<file path="src/rtl/uart_rx_ctrl.sv">
// ---------------------------------------------------------------------------
// uart_rx_ctrl
// Receive-side UART controller. Runs on a clock at OVERSAMPLE x baud,
// qualifies the start bit at its midpoint, samples each data bit once per
// bit period (LSB first), checks a single stop bit and hands the byte to the
// consumer over a valid/ready handshake.
//
// Parameters
//   OVERSAMPLE : clocks per bit (even, >= 4)
//   DATA_BITS  : data bits per frame (no parity, one stop bit)
//
// Ports
//   clk       : sampling clock (OVERSAMPLE x baud)
//   rst       : synchronous, active-high reset
//   rx        : asynchronous serial input, idles high
//   rd_ready  : consumer accepts rx_data this cycle
//   rx_data   : received byte, stable while rx_valid = 1
//   rx_valid  : byte available, held until accepted
//   frame_err : one-cycle pulse when the stop bit is sampled low
//   overrun   : one-cycle pulse when a good frame is dropped because the
//               previous byte is still pending and not being accepted
//   busy      : high whenever the receiver is not idle
// ---------------------------------------------------------------------------
module uart_rx_ctrl #(
  parameter int OVERSAMPLE = 8,
  parameter int DATA_BITS  = 8
) (
  input  logic                 clk,
  input  logic                 rst,
  input  logic                 rx,
  input  logic                 rd_ready,
  output logic [DATA_BITS-1:0] rx_data,
  output logic                 rx_valid,
  output logic                 frame_err,
  output logic                 overrun,
  output logic                 busy
);

  localparam int CNT_W = $clog2(OVERSAMPLE);
  localparam int IDX_W = $clog2(DATA_BITS + 1);

  localparam logic [CNT_W-1:0] CNT_HALF = CNT_W'(OVERSAMPLE / 2 - 1);
  localparam logic [CNT_W-1:0] CNT_LAST = CNT_W'(OVERSAMPLE - 1);
  localparam logic [IDX_W-1:0] IDX_LAST = IDX_W'(DATA_BITS - 1);

  typedef enum logic [2:0] {
    S_IDLE,
    S_START,
    S_DATA,
    S_STOP,
    S_BREAK
  } state_t;

  // Registered state
  logic                 sync1_q, sync2_q;
  state_t               state_q;
  logic [CNT_W-1:0]     cnt_q;
  logic [IDX_W-1:0]     idx_q;
  logic [DATA_BITS-1:0] shift_q;
  logic [DATA_BITS-1:0] rx_data_q;
  logic                 rx_valid_q;
  logic                 frame_err_q;
  logic                 overrun_q;
  logic                 busy_q;

  // Next-state values
  logic                 sync1_d, sync2_d;
  state_t               state_d;
  logic [CNT_W-1:0]     cnt_d;
  logic [IDX_W-1:0]     idx_d;
  logic [DATA_BITS-1:0] shift_d;
  logic [DATA_BITS-1:0] rx_data_d;
  logic                 rx_valid_d;
  logic                 frame_err_d;
  logic                 overrun_d;
  logic                 busy_d;

  logic                 rx_s;
  logic                 cnt_last;
  logic                 good_stop;

  assign rx_s     = sync2_q;
  assign cnt_last = (cnt_q == CNT_LAST);

  always_comb begin
    // NOTE: every signal assigned here gets a default first so no path
    // leaves it unassigned, which would otherwise infer a latch.
    sync1_d     = rx;
    sync2_d     = sync1_q;
    state_d     = state_q;
    cnt_d       = cnt_q;
    idx_d       = idx_q;
    shift_d     = shift_q;
    rx_data_d   = rx_data_q;
    rx_valid_d  = rx_valid_q;
    frame_err_d = 1'b0;
    overrun_d   = 1'b0;
    good_stop   = 1'b0;

    unique case (state_q)
      S_IDLE: begin
        if (!rx_s) begin
          state_d = S_START;
          cnt_d   = '0;
        end
      end

      S_START: begin
        cnt_d = cnt_q + CNT_W'(1);
        // Re-check the line at the middle of the start bit; a glitch that
        // has already returned high is treated as a false start.
        if (cnt_q == CNT_HALF) begin
          cnt_d = '0;
          if (!rx_s) begin
            state_d = S_DATA;
            idx_d   = '0;
          end else begin
            state_d = S_IDLE;
          end
        end
      end

      S_DATA: begin
        cnt_d = cnt_last ? '0 : cnt_q + CNT_W'(1);
        if (cnt_last) begin
          // LSB-first: each new bit enters at the MSB and moves down.
          shift_d                = shift_q >> 1;
          shift_d[DATA_BITS-1]   = rx_s;
          idx_d                  = idx_q + IDX_W'(1);
          if (idx_q == IDX_LAST) begin
            state_d = S_STOP;
          end
        end
      end

      S_STOP: begin
        cnt_d = cnt_last ? '0 : cnt_q + CNT_W'(1);
        if (cnt_last) begin
          if (rx_s) begin
            good_stop = 1'b1;
            state_d   = S_IDLE;
          end else begin
            frame_err_d = 1'b1;
            state_d     = S_BREAK;
          end
        end
      end

      S_BREAK: begin
        // Hold off until the line returns high so a stuck-low line does not
        // generate a stream of bogus frames.
        if (rx_s) begin
          state_d = S_IDLE;
        end
      end

      default: begin
        state_d = S_IDLE;
      end
    endcase

    // Consumer handshake; a load in the same cycle overrides the clear.
    if (rx_valid_q && rd_ready) begin
      rx_valid_d = 1'b0;
    end

    if (good_stop) begin
      if (!rx_valid_q || rd_ready) begin
        rx_data_d  = shift_q;
        rx_valid_d = 1'b1;
      end else begin
        overrun_d = 1'b1;
      end
    end

    busy_d = (state_d != S_IDLE);
  end

  // NOTE: state is updated with non-blocking assignments only, so every flop
  // samples the values computed before this edge regardless of statement order.
  always_ff @(posedge clk) begin
    if (rst) begin
      sync1_q     <= 1'b1;
      sync2_q     <= 1'b1;
      state_q     <= S_IDLE;
      cnt_q       <= '0;
      idx_q       <= '0;
      shift_q     <= '0;
      rx_data_q   <= '0;
      rx_valid_q  <= 1'b0;
      frame_err_q <= 1'b0;
      overrun_q   <= 1'b0;
      busy_q      <= 1'b0;
    end else begin
      sync1_q     <= sync1_d;
      sync2_q     <= sync2_d;
      state_q     <= state_d;
      cnt_q       <= cnt_d;
      idx_q       <= idx_d;
      shift_q     <= shift_d;
      rx_data_q   <= rx_data_d;
      rx_valid_q  <= rx_valid_d;
      frame_err_q <= frame_err_d;
      overrun_q   <= overrun_d;
      busy_q      <= busy_d;
    end
  end

  assign rx_data   = rx_data_q;
  assign rx_valid  = rx_valid_q;
  assign frame_err = frame_err_q;
  assign overrun   = overrun_q;
  assign busy      = busy_q;

endmodule

</file>
<file path="config.mk">
export PLATFORM = sky130hd
export DESIGN_NAME = uart_rx_ctrl
export DESIGN_NICKNAME = d
export VERILOG_FILES = /design/src/rtl/uart_rx_ctrl.sv
export SDC_FILE = /design/constraint.sdc
export NUM_CORES = 1
export LEC_CHECK = 0
export BUFFER_PORTS_ARGS = -buffer_cell sky130_fd_sc_hd__buf_2
export CAP_MARGIN = 40
export CORE_MARGIN = 1.5
export CORE_UTILIZATION = 56
export DETAILED_ROUTE_END_ITERATION = 7
export GPL_TIMING_DRIVEN = 0
export PLACE_DENSITY = 0.77
export SYNTH_ARGS = -nofsm -noshare
export SYNTH_HDL_FRONTEND = slang
export SYNTH_SLANG_ARGS = --single-unit
</file>
<file path="constraint.sdc">
create_clock -name clk -period 1.8 [get_ports clk]
set_input_delay 0.36 -clock clk [delete_from_list [all_inputs] [get_ports clk]]
set_output_delay 0.36 -clock clk [all_outputs]
set_load 0.02 [all_outputs]
</file>
; ---- Yosys cells after proc, flatten, opt, wreduce, memory -nomap -nowiden
; Cells that the tools add are included.
[totals]
ram_bits = 0
mem_count = 0
inputBits = 4
regBits = 32
latchBits = 0
out_inout_bits = 12
romBits = 0
[op_classes]
div_mod_pow = 0
multipliers = 0
n_eq_ne = 11
bitwise = 3
n_shift = 0
n_lt_le_gt_ge = 0
n_reduce_logical = 14
addsub = 2
n_mux = 25
[ops]
columns = op, count
row1 = $mux 3, 10
row2 = $pmux 3 s5, 1
row3 = $mux 4, 3
row4 = $eq 3x2->1 const B, 3
row5 = $pmux 3 s3, 1
row6 = $mux 1, 8
row7 = $ne 2x2->1 const B, 4
row8 = $pmux 4 s2, 1
row9 = $eq 3x3->1 const B, 2
row10 = $reduce_and 2->1, 3
row11 = $reduce_bool 3->1, 2
row12 = $add 4x1->4 const B, 1
row13 = $eq 4x3->1 const B, 1
row14 = $reduce_and 4->1, 1
row15 = $reduce_or 2->1, 2
row16 = $add 3x1->3 const B, 1
row17 = $eq 3x1->1 const B, 1
row18 = $logic_not 3->1, 1
row19 = $not 1->1, 3
row20 = $reduce_or 3->1, 1
row21 = $mux 2, 1
row22 = $reduce_bool 2->1, 1
row23 = $logic_and 1x1->1, 1
row24 = $logic_not 1->1, 1
row25 = $logic_or 1x1->1, 1

; ---- Logic depth before layout (Yosys ltp)
; Gate-level depths: netlist of run 1.
[logic_depth]
depth_word = 5
mapped_depth = 6
ltp_nobuf = 6

; ---- Worst setup path after synthesis of run 1
; Ideal clock, no wire load.
[synth_path]
path_type = register to register
from = register cnt_q[0]
to = register state_q[0]
t_arrival_ns = 1.403
path_stages_with_launch = 7
slack_ns = 0.306
setup_ns = 0.091
period_less_slack_ns = 1.494
t_required_ns = 1.709
path_cell_list = dfxtp_1 > ha_1 > ha_1 > and4bb_1 > buf_6 > nand4_1 > a311oi_1
[synth_between]
elab_chain_cells = 3
elab_cells_between_ends = 6
cone_classes = eq/ne: 2 / mux: 4
[synth_lines]
columns = item, line_no
row1 = start: declaration, 57  ; logic [CNT_W-1:0] cnt_q;
row2 = start signal: assignment, 198  ; cnt_q <= cnt_d;
row3 = $eq 3x3->1 / $eq 3x2->1 (equally long branches), "83, 112"
row4 = "$mux 3, on equally long branches", "138, 112, 125"
row5 = $pmux 3 s5 *, 100  ; unique case (state_q)
row6 = end signal: assignment, 197  ; state_q <= state_d;
row7 = end: declaration, 56  ; state_t state_q;
; Mark *: on every way between the ends. The rest lies on a longest branch, timed or not.
; A chain may end at the register's enable or synchronous reset.

; ---- Final worst setup path of run 1
[layout_path]
from = register cnt_q[0]
to = register rx_data_q[6] (netlist: rx_data[6])
[layout_between]
elab_chain_cells = 4
[layout_lines]
columns = item, line_no
row1 = $eq 3x3->1, 83  ; assign cnt_last = (cnt_q == CNT_LAST);
row2 = $mux 1, 138  ; if (cnt_last) begin
row3 = $mux 1, 100
row4 = $reduce_and 2->1 (no source line), -
row5 = end signal: assignment, 201  ; rx_data_q <= rx_data_d;
row6 = end: declaration, 60  ; logic [DATA_BITS-1:0] rx_data_q;
; Every way passes these cells.

==> results of run 1 <==
-- area by class of cell --
type,instances,area (um2)
sequential,32,641
tap,30,37.5
inverter,6,22.5
buffer,13,68.8
fill,198,831
clock inverter,2,10.0
multi-input combinational,105,741
timing repair buffer,15,75.1
clock buffer,6,51.3
-- worst max-delay path: stages, from the launching register on --
cell	delay [ps]
dfxtp_1	380
ha_1	240
ha_1	240
nand4b_2	250
o31ai_1	340
a21oi_1	100
-- layer usage --
metal | GRT usage | routed length (um)
met1 | 0.316 | 1430
met2 | 0.359 | 1370
met3 | 0.0492 | 134
met4 | 0.0750 | 37
met5 | 0 | 0
-- cell usage in the layout, fill, tap and decap left out, types with 2 or more instances in the layout --
cell       n
buf_6      2
clkbuf_1   6
dfxtp_1   32
o31ai_1   10
inv_1      5
nor3_1     3
nor2_1    11
clkbuf_4   5
nand2_1    7
or2_2      2
nand3b_1   2
ha_1       6
o311ai_0   2
buf_2     19
mux2i_1   12
nor3b_1    2
nand3_1    2
a21oi_1   12
clkinv_2   2
nor2b_1    3
o21ai_0    5
nand4_1   10
-- metrics by stage --
step | hold slack, ps | instances | setup slack [ps] | power (mW) | cell area, um2
floorplan | 389 | 156 | 306 | 0.776 | 1470
global placement | 395 | 201 | 218 | 0.790 | 1580
detailed placement | 405 | 201 | 93.5 | 0.793 | 1580
CTS | 208 | 209 | 59.0 | 1.21 | 1640
global route | 211 | 209 | 0.430 | 1.25 | 1650
finish | 210 | 209 | 118 | 1.21 | 1650
-- report_power, final --
| part | total (mW) | internal, mW | switching, mW |
|---|---|---|---|
| logic | 0.0564 | 0.0200 | 0.0364 |
| registers | 0.721 | 0.715 | 0.00577 |
| clock network | 0.428 | 0.186 | 0.242 |
-- cell families (layout without fill, tap and decap cells) --
logic type / after synthesis / count (layout) / synth area share
compound gates: 34 / 34 / 0.147
fa+ha+maj: 6 / 6 / 0.0511
buf+inv: 19 / 42 / 0.0622
flops: 32 / 32 / 0.436
mux: 12 / 12 / 0.0818
simple gates: 53 / 53 / 0.221
-- synthesized netlist by cell type (2+ instances only) --
master / instances
mux2i_1: 12
buf_6: 2
ha_1: 6
nor2_1: 11
o31ai_1: 10
nand3b_1: 2
o311ai_0: 2
nor3_1: 3
clkbuf_1: 6
nor3b_1: 2
nand4_1: 10
dfxtp_1: 32
nand3_1: 2
buf_2: 4
o21ai_0: 5
or2_2: 2
a21oi_1: 13
nand2_1: 7
inv_1: 5
nor2b_1: 3
-- flip-flops by register name, indices dropped and copies added (netlist names) --
register and cells:
state_q 3, overrun 1, shift_q 8, rx_s 1, busy 1, idx_q 4
sync1_q 1, rx_data 8, rx_valid 1, cnt_q 3, frame_err 1
-- how the worst max path moves through the flow --
stage,start,endpoint,slack [ps],cells after the start
floorplan,cnt_q[0]$_SDFFE_PP0P_,state_q[0]$_SDFF_PP0_,310,6
global placement,cnt_q[0]$_SDFFE_PP0P_,state_q[0]$_SDFF_PP0_,220,6
detailed placement,cnt_q[0]$_SDFFE_PP0P_,idx_q[3]$_SDFFE_PP0P_,90,5
CTS,cnt_q[0]$_SDFFE_PP0P_,idx_q[3]$_SDFFE_PP0P_,60,5
global route,cnt_q[0]$_SDFFE_PP0P_,rx_data[1]$_SDFFE_PP0P_,0.4,5
finish,cnt_q[0]$_SDFFE_PP0P_,rx_data[6]$_SDFFE_PP0P_,120,5
==> flow_summary.yaml, run 1 <==
synthesis:
  synth_warnings: 0
  synth_edf_count: 0
  async_flop_share: 0
  synth_ff_type: "dfxtp_1"
  synth_area_um2: 1470
  yosys-top-cells-area: "dfxtp_1, mux2i_1, ha_1, o31ai_1, a21oi_1"
  avgSynthCellArea_um2: 9.42
  ys_seq_area_frac: 0.436
  synth_top_area_frac: 0.436
  synth_cells: 156
  ys_types: 37
  synth_nets: 166
  yosysTopAreaCell: "dfxtp_1"
  synth_seq_cells: 32
pwr:
  ir_drop_mv: 0.647
  power_density_nw_per_um2: 732
  power.leakage_nw: 0.642
drt:
  antenna_left: 0
  wirelength_um: 2970
  drtIter0Drc: 35
  vias: 1233
  drc_errors: 0
  first_pass_iters: 4
  wire_per_inst_um: 14.2
  via_per_inst: 5.90
critical_path:
  r2r_cells: 5
  reg2reg_to: "rx_data[6]$_SDFFE_PP0P_"
  critPathMaxFanout: 8
  worstPathRequired_ps: 2010
  worstPathArrival_ps: 1890
  reg2reg_from: "cnt_q[0]$_SDFFE_PP0P_"
  path_class: "flop to flop"
  worst_setup_path_end_kind: "flop"
  start_kind: "flop"
  worst-r2r-setup-slack_ps: 120
floorplan:
  rows: 18
  start_util: 0.593
  num_io_pins: 16
  die_w_um: 54.2
  fp.dieArea_um2: 2940
  core_area_um2: 2480
  fp.dieH_um: 54.2
timing:
  finalHoldViolCount: 0
  slew_headroom: 0.687
  rsz0062_at_grt: "false"
  slew_violations: 0
  fin_tns_setup_ps: 0
  period_needed_ps: 1680
  worst_slew_pin_slew_ps: 468
  fin_worst_skew_ps: 8.25
  setup_viol: 0
  fmax_mhz: 594
  fin_crit_sh: 0.935
run:
  maxCapViolCount: 0
cts:
  path_clk_slew_ps: 100
  cts_resized: 0
  h-tree-depth: 2
  cts_inserted_buffers: 5
  cts_setup_buffers: 0
  cts_tree: "yes"
  clock_path_buffers: 2
  cts_root_buffer: "clkbuf_4"
  clk_latency_ps: 330
  cts_hold_buf: 0
  cts_num_sinks: 32
placed_design:
  place_congestion: 0.808
  port_buffers: 15
  dp_hpwl_um: 2140
min_path:
  hp-class: "input pin to flop"
  hp-start: "rx"
  min_path_cells: 2
  hold_end: "sync1_q$_SDFF_PP1_"
grt:
  grt_max_degree: 11
  grt_overflow: 0
  track_usage: 0.230
  grt_pass1_wl_um: 4840
  grt_pass1_vias: 1060
  antenna_found_initial: 0
finish:
  syn2layout_area_growth_pct: 12.1
  final_nets: 188
  diodes: 0
  drive_gt1_frac: 0.190
  fin_util: 0.665
run_status:
  status: "finished, final reports clean"
Note: power is estimated with default switching activity, not from simulation.
==> inputs of run 2 (changes only) <==
==> constraint.sdc (replaced) <==
create_clock -name clk -period 1.7 [get_ports clk]
set_input_delay 0.34 -clock clk [delete_from_list [all_inputs] [get_ports clk]]
set_output_delay 0.34 -clock clk [all_outputs]
set_load 0.02 [all_outputs]
==> flow_summary.yaml, run 2 (same netlist as run 1, synthesis figures left out) <==
drt:
  vias: 1225
  via_per_inst: 5.86
  drc_errors: 0
  wire_per_inst_um: 14.4
  drtIter0Drc: 31
  antenna_left: 0
  wirelength_um: 3020
  first_pass_iters: 4
pwr:
  power_density_nw_per_um2: 764
  power.leakage_nw: 0.649
  clkPwrFrac: 0.352
  p_sw_uw: 298
  ir_drop_mv: 0.681
  p_int_uw: 976
  sequentialPowerShare: 0.600
  fin_total_pwr_mw: 1.27
  combPwrFrac: 0.048
  sw_frac_of_total: 0.234
cts:
  clk_latency_ps: 320
  clock_path_buffers: 2
  cts_inserted_buffers: 5
  cts_tree: "yes"
  cts_hold_buf: 0
  h-tree-depth: 2
  path_clk_slew_ps: 100
  cts_num_sinks: 32
  cts_root_buffer: "clkbuf_4"
  cts_setup_buffers: 0
run:
  maxCapViolCount: 0
grt:
  grt_pass1_vias: 1060
  track_usage: 0.230
  grt_pass1_wl_um: 4840
  grt_overflow: 0
  antenna_found_initial: 0
  grt_max_degree: 11
finish:
  drive_gt1_frac: 0.212
  syn2layout_area_growth_pct: 13.5
  final_cell_area_um2: 1670
  final_cell_mix: "dfxtp_1, buf_2, mux2i_1, a21oi_1, nor2_1"
  diodes: 0
  final_common_cell: "dfxtp_1"
  final_nets: 188
timing:
  fin_crit_sh: 0.970
  fin_worst_skew_ps: 4.64
  fin_tns_setup_ps: 0
  worst_slew_pin_slew_ps: 476
  finalHoldViolCount: 0
  period_needed_ps: 1650
  rsz0062_at_grt: "true"
  setup_viol: 0
  slew_violations: 0
  fmax_mhz: 606
  slew_headroom: 0.682
floorplan:
  num_io_pins: 16
  start_util: 0.593
  fp.dieArea_um2: 2940
  fp.dieH_um: 54.2
  die_w_um: 54.2
  core_area_um2: 2480
  rows: 18
critical_path:
  start_kind: "flop"
  path_class: "flop to flop"
  worstPathArrival_ps: 1880
  r2r_cells: 6
  critPathMaxFanout: 10
  worst_setup_path_end_kind: "flop"
  worstPathRequired_ps: 1940
placed_design:
  place_congestion: 0.808
  port_buffers: 15
  dpl-instance-area_um2: 1580
  dp_hpwl_um: 2140
min_path:
  min_path_cells: 2
  hp-class: "input pin to flop"
run_status:
  status: "finished, final reports clean"
==> run 2: cell types whose count changed in the layout (fill, tap and decap cells not counted), sizes merged <==
cell | before | now
buf | 22 | 21
clkbuf | 12 | 13
==> run 2: repair_timing <==
item / 4_1_cts / 5_1_grt
setup endpoints to repair: 2 / 17
gates resized for setup: 1 / 6
pin swaps: 0 / 1
==> run 2: path summary, 6_finish.rpt <==
| path | slack [ps] | startpoint | end |
|---|---|---|---|
| worst max-delay path | 50 | cnt_q[0]$_SDFFE_PP0P_ | busy$_SDFF_PP0_ |
| worst min register to register | 420 | sync1_q$_SDFF_PP1_ | rx_s$_SDFF_PP1_ |
| worst min-delay path | 190 | rx | sync1_q$_SDFF_PP1_ |
| worst max register to register | 50 | cnt_q[0]$_SDFFE_PP0P_ | busy$_SDFF_PP0_ |
==> run 2: metrics by stage <==
step                      utilization  cells  worst slack (ps)  hold WS, ps
after floorplan                     -    156               206          389
after global placement          0.638    201               118          395
after detailed placement        0.638    201             -6.50          405
after CTS                       0.665    209              43.8          188
after global routing            0.673    209             -26.7          191
final                           0.673    209              51.2          194
==> run 2: worst max-delay path, cell delays in order (launching register included) <==
cell      delay [ps]
dfxtp_2          360
ha_2             220
ha_2             240
and4b_1          220
clkbuf_4         190
a21oi_1           70
o31ai_1          250
==> run 2: power by group through the flow <==
stage,combinational (mW),clock (mW),sequential (mW)
5_1_grt,0.0684,0.488,0.765
3_5_place_dp,0.0592,0,0.781
6_report,0.0607,0.449,0.764
2_1_floorplan,0.0401,0,0.781
4_1_cts,0.0596,0.463,0.763
3_3_place_gp,0.0563,0,0.780
==> run 2: area by class of cell <==
| class | instances | area (um2) |
|---|---|---|
| tap | 30 | 37.5 |
| buffer | 13 | 71.3 |
| inverter | 6 | 22.5 |
| clock inverter | 2 | 10.0 |
| sequential | 32 | 642 |
| fill | 195 | 811 |
| clock buffer | 6 | 51.3 |
| multi-input combinational | 105 | 757 |
| timing repair buffer | 15 | 75.1 |
==> run 2: per-layer routing <==
layer,up-vias,part of all wire,global-route usage
met5,-,0,0
met4,0,0.012,0.0750
met3,5,0.042,0.0492
met2,26,0.47,0.359
met1,583,0.48,0.316
li1,611,-,-
==> inputs of run 3 (changes only) <==
--- a/config.mk
+++ b/config.mk
@@ -8,10 +8,10 @@
 export BUFFER_PORTS_ARGS = -buffer_cell sky130_fd_sc_hd__buf_2
 export CAP_MARGIN = 40
 export CORE_MARGIN = 1.5
-export CORE_UTILIZATION = 56
+export CORE_UTILIZATION = 51
 export DETAILED_ROUTE_END_ITERATION = 7
 export GPL_TIMING_DRIVEN = 0
-export PLACE_DENSITY = 0.77
+export PLACE_DENSITY = 0.74
 export SYNTH_ARGS = -nofsm -noshare
 export SYNTH_HDL_FRONTEND = slang
 export SYNTH_SLANG_ARGS = --single-unit
==> constraint.sdc (replaced) <==
create_clock -name clk -period 1.5 [get_ports clk]
set_input_delay 0.3 -clock clk [delete_from_list [all_inputs] [get_ports clk]]
set_output_delay 0.3 -clock clk [all_outputs]
set_load 0.02 [all_outputs]
==> flow_summary.yaml, run 3 (same netlist as run 1, synthesis figures left out) <==
run_status:
  status: "complete, but fails checks"
  violations: "setup timing"
cts:
  path_clk_slew_ps: 90
  cts_hold_buf: 0
  h-tree-depth: 2
  cts_root_buffer: "clkbuf_4"
  clock_path_buffers: 2
  cts_tree: "yes"
  clk_latency_ps: 340
  cts_inserted_buffers: 5
  cts_num_sinks: 32
critical_path:
  worst_setup_path_end_kind: "flop"
  worstPathRequired_ps: 1710
  start_kind: "flop"
  cp-endpoint: "shift_q[2]$_SDFFE_PP0P_"
  worstPathArrival_ps: 1740
  critPathMaxFanout: 8
  path_class: "flop to flop"
  critPathLaunch: "cnt_q[0]$_SDFFE_PP0P_"
  worst-r2r-setup-slack_ps: -20
  reg2reg_to: "shift_q[2]$_SDFFE_PP0P_"
  reg2reg_from: "cnt_q[0]$_SDFFE_PP0P_"
  r2r_cells: 7
drt:
  wl_met1_um: 1360
  vias: 1285
  wirelength_um: 3320
  antenna_left: 0
  drc_errors: 0
  route.met3.wl_um: 244
  first_pass_iters: 4
  wire_per_inst_um: 15.4
  top_layer_used: "met4"
  via_per_inst: 5.98
  drtIter0Drc: 46
  dr_wl_met2_um: 1600
timing:
  finalHoldViolCount: 0
  timing.hold.ws_ps: 148
  slew_violations: 0
  rsz0062_at_grt: "true"
  period_needed_ps: 1520
  fmax_mhz: 656
  fin_crit_sh: 1.02
  slew_headroom: 0.646
  worst_slew_pin_slew_ps: 531
  fin_tns_setup_ps: -103
  setup_viol: 7
  setup_ws_ps: -23.9
  fin_worst_skew_ps: 11.6
floorplan:
  fp.dieH_um: 56.7
  rows: 19
  core_area_um2: 2730
  fp.dieArea_um2: 3210
  die_w_um: 56.7
  num_io_pins: 16
  start_util: 0.537
run:
  maxCapViolCount: 0
grt:
  grt_pass1_wl_um: 5450
  grt_overflow: 0
  track_usage: 0.223
  antenna_found_initial: 0
  grt_max_degree: 12
  grt_pass1_vias: 1229
pwr:
  power_density_nw_per_um2: 889
  ir_drop_mv: 0.681
  power.leakage_nw: 0.688
min_path:
  hp-class: "input pin to flop"
finish:
  final_nets: 193
  diodes: 0
  syn2layout_area_growth_pct: 22.7
  drive_gt1_frac: 0.293
  fin_util: 0.659
  final_cell_area_um2: 1800
  final_cell_mix: "dfxtp_1, buf_2, mux2i_1"
  final_common_cell: "dfxtp_1"
placed_design:
  place_congestion: 0.796
  dpl-instance-area_um2: 1580
  dp_hpwl_um: 2150
  port_buffers: 15
  place_ws_ps: -190
## run 3: critical path, stage by stage, from the launching register on
cell and delay [ps]:
dfxtp_4 370, ha_4 150, ha_4 160, and4bb_1 240, buf_6 130, buf_12 120
mux2i_1 180, nor2_1 50
## run 3: how the worst min path moves through the flow
stage                             startpoint                  to  slack [ps]  depth (start not counted)
after global placement    sync1_q$_SDFF_PP1_     rx_s$_SDFF_PP1_         390                          1
after floorplan           sync1_q$_SDFF_PP1_     rx_s$_SDFF_PP1_         390                          1
final                                     rx  sync1_q$_SDFF_PP1_         150                          2
after detailed placement  sync1_q$_SDFF_PP1_     rx_s$_SDFF_PP1_         400                          1
after global routing                      rx  sync1_q$_SDFF_PP1_         120                          2
after CTS                                 rx  sync1_q$_SDFF_PP1_         130                          2
## run 3: timing repair
item	4_1_cts	5_1_grt
setup endpoints to repair	25	23
gates resized for setup	10	14
pin swaps	0	2
setup buffers	1	4
## run 3: cell type report
type / instances / area (um2)
clock buffers: 5 / 37.5
inverters: 6 / 26.3
clock inverters: 3 / 42.5
repair buffers: 20 / 125
multi-input cells: 105 / 807
flip-flops and latches: 32 / 649
well taps: 31 / 38.8
plain buffers: 13 / 76.3
fillers: 223 / 931
## run 3: metrics by stage
| stage | power (mW) | instances |
|---|---|---|
| 6_report | 1.60 | 215 |
| 4_1_cts | 1.60 | 211 |
| 3_3_place_gp | 0.949 | 202 |
| 3_5_place_dp | 0.952 | 202 |
| 2_1_floorplan | 0.931 | 156 |
| 5_1_grt | 1.67 | 215 |
## run 3: per-layer routing
layer,up-vias,global-route usage
met5,-,0
met2,51,0.349
li1,623,-
met1,600,0.273
met3,11,0.0737
met4,0,0.109
## run 3: power by group
part           switching [mW]  internal (mW)  leakage [nW]  total, mW
Sequential            0.00907          0.859         0.261      0.868
Clock                   0.307          0.347        0.0412      0.655
Combinational          0.0485         0.0313         0.385     0.0798
Total                   0.365           1.24         0.688       1.60
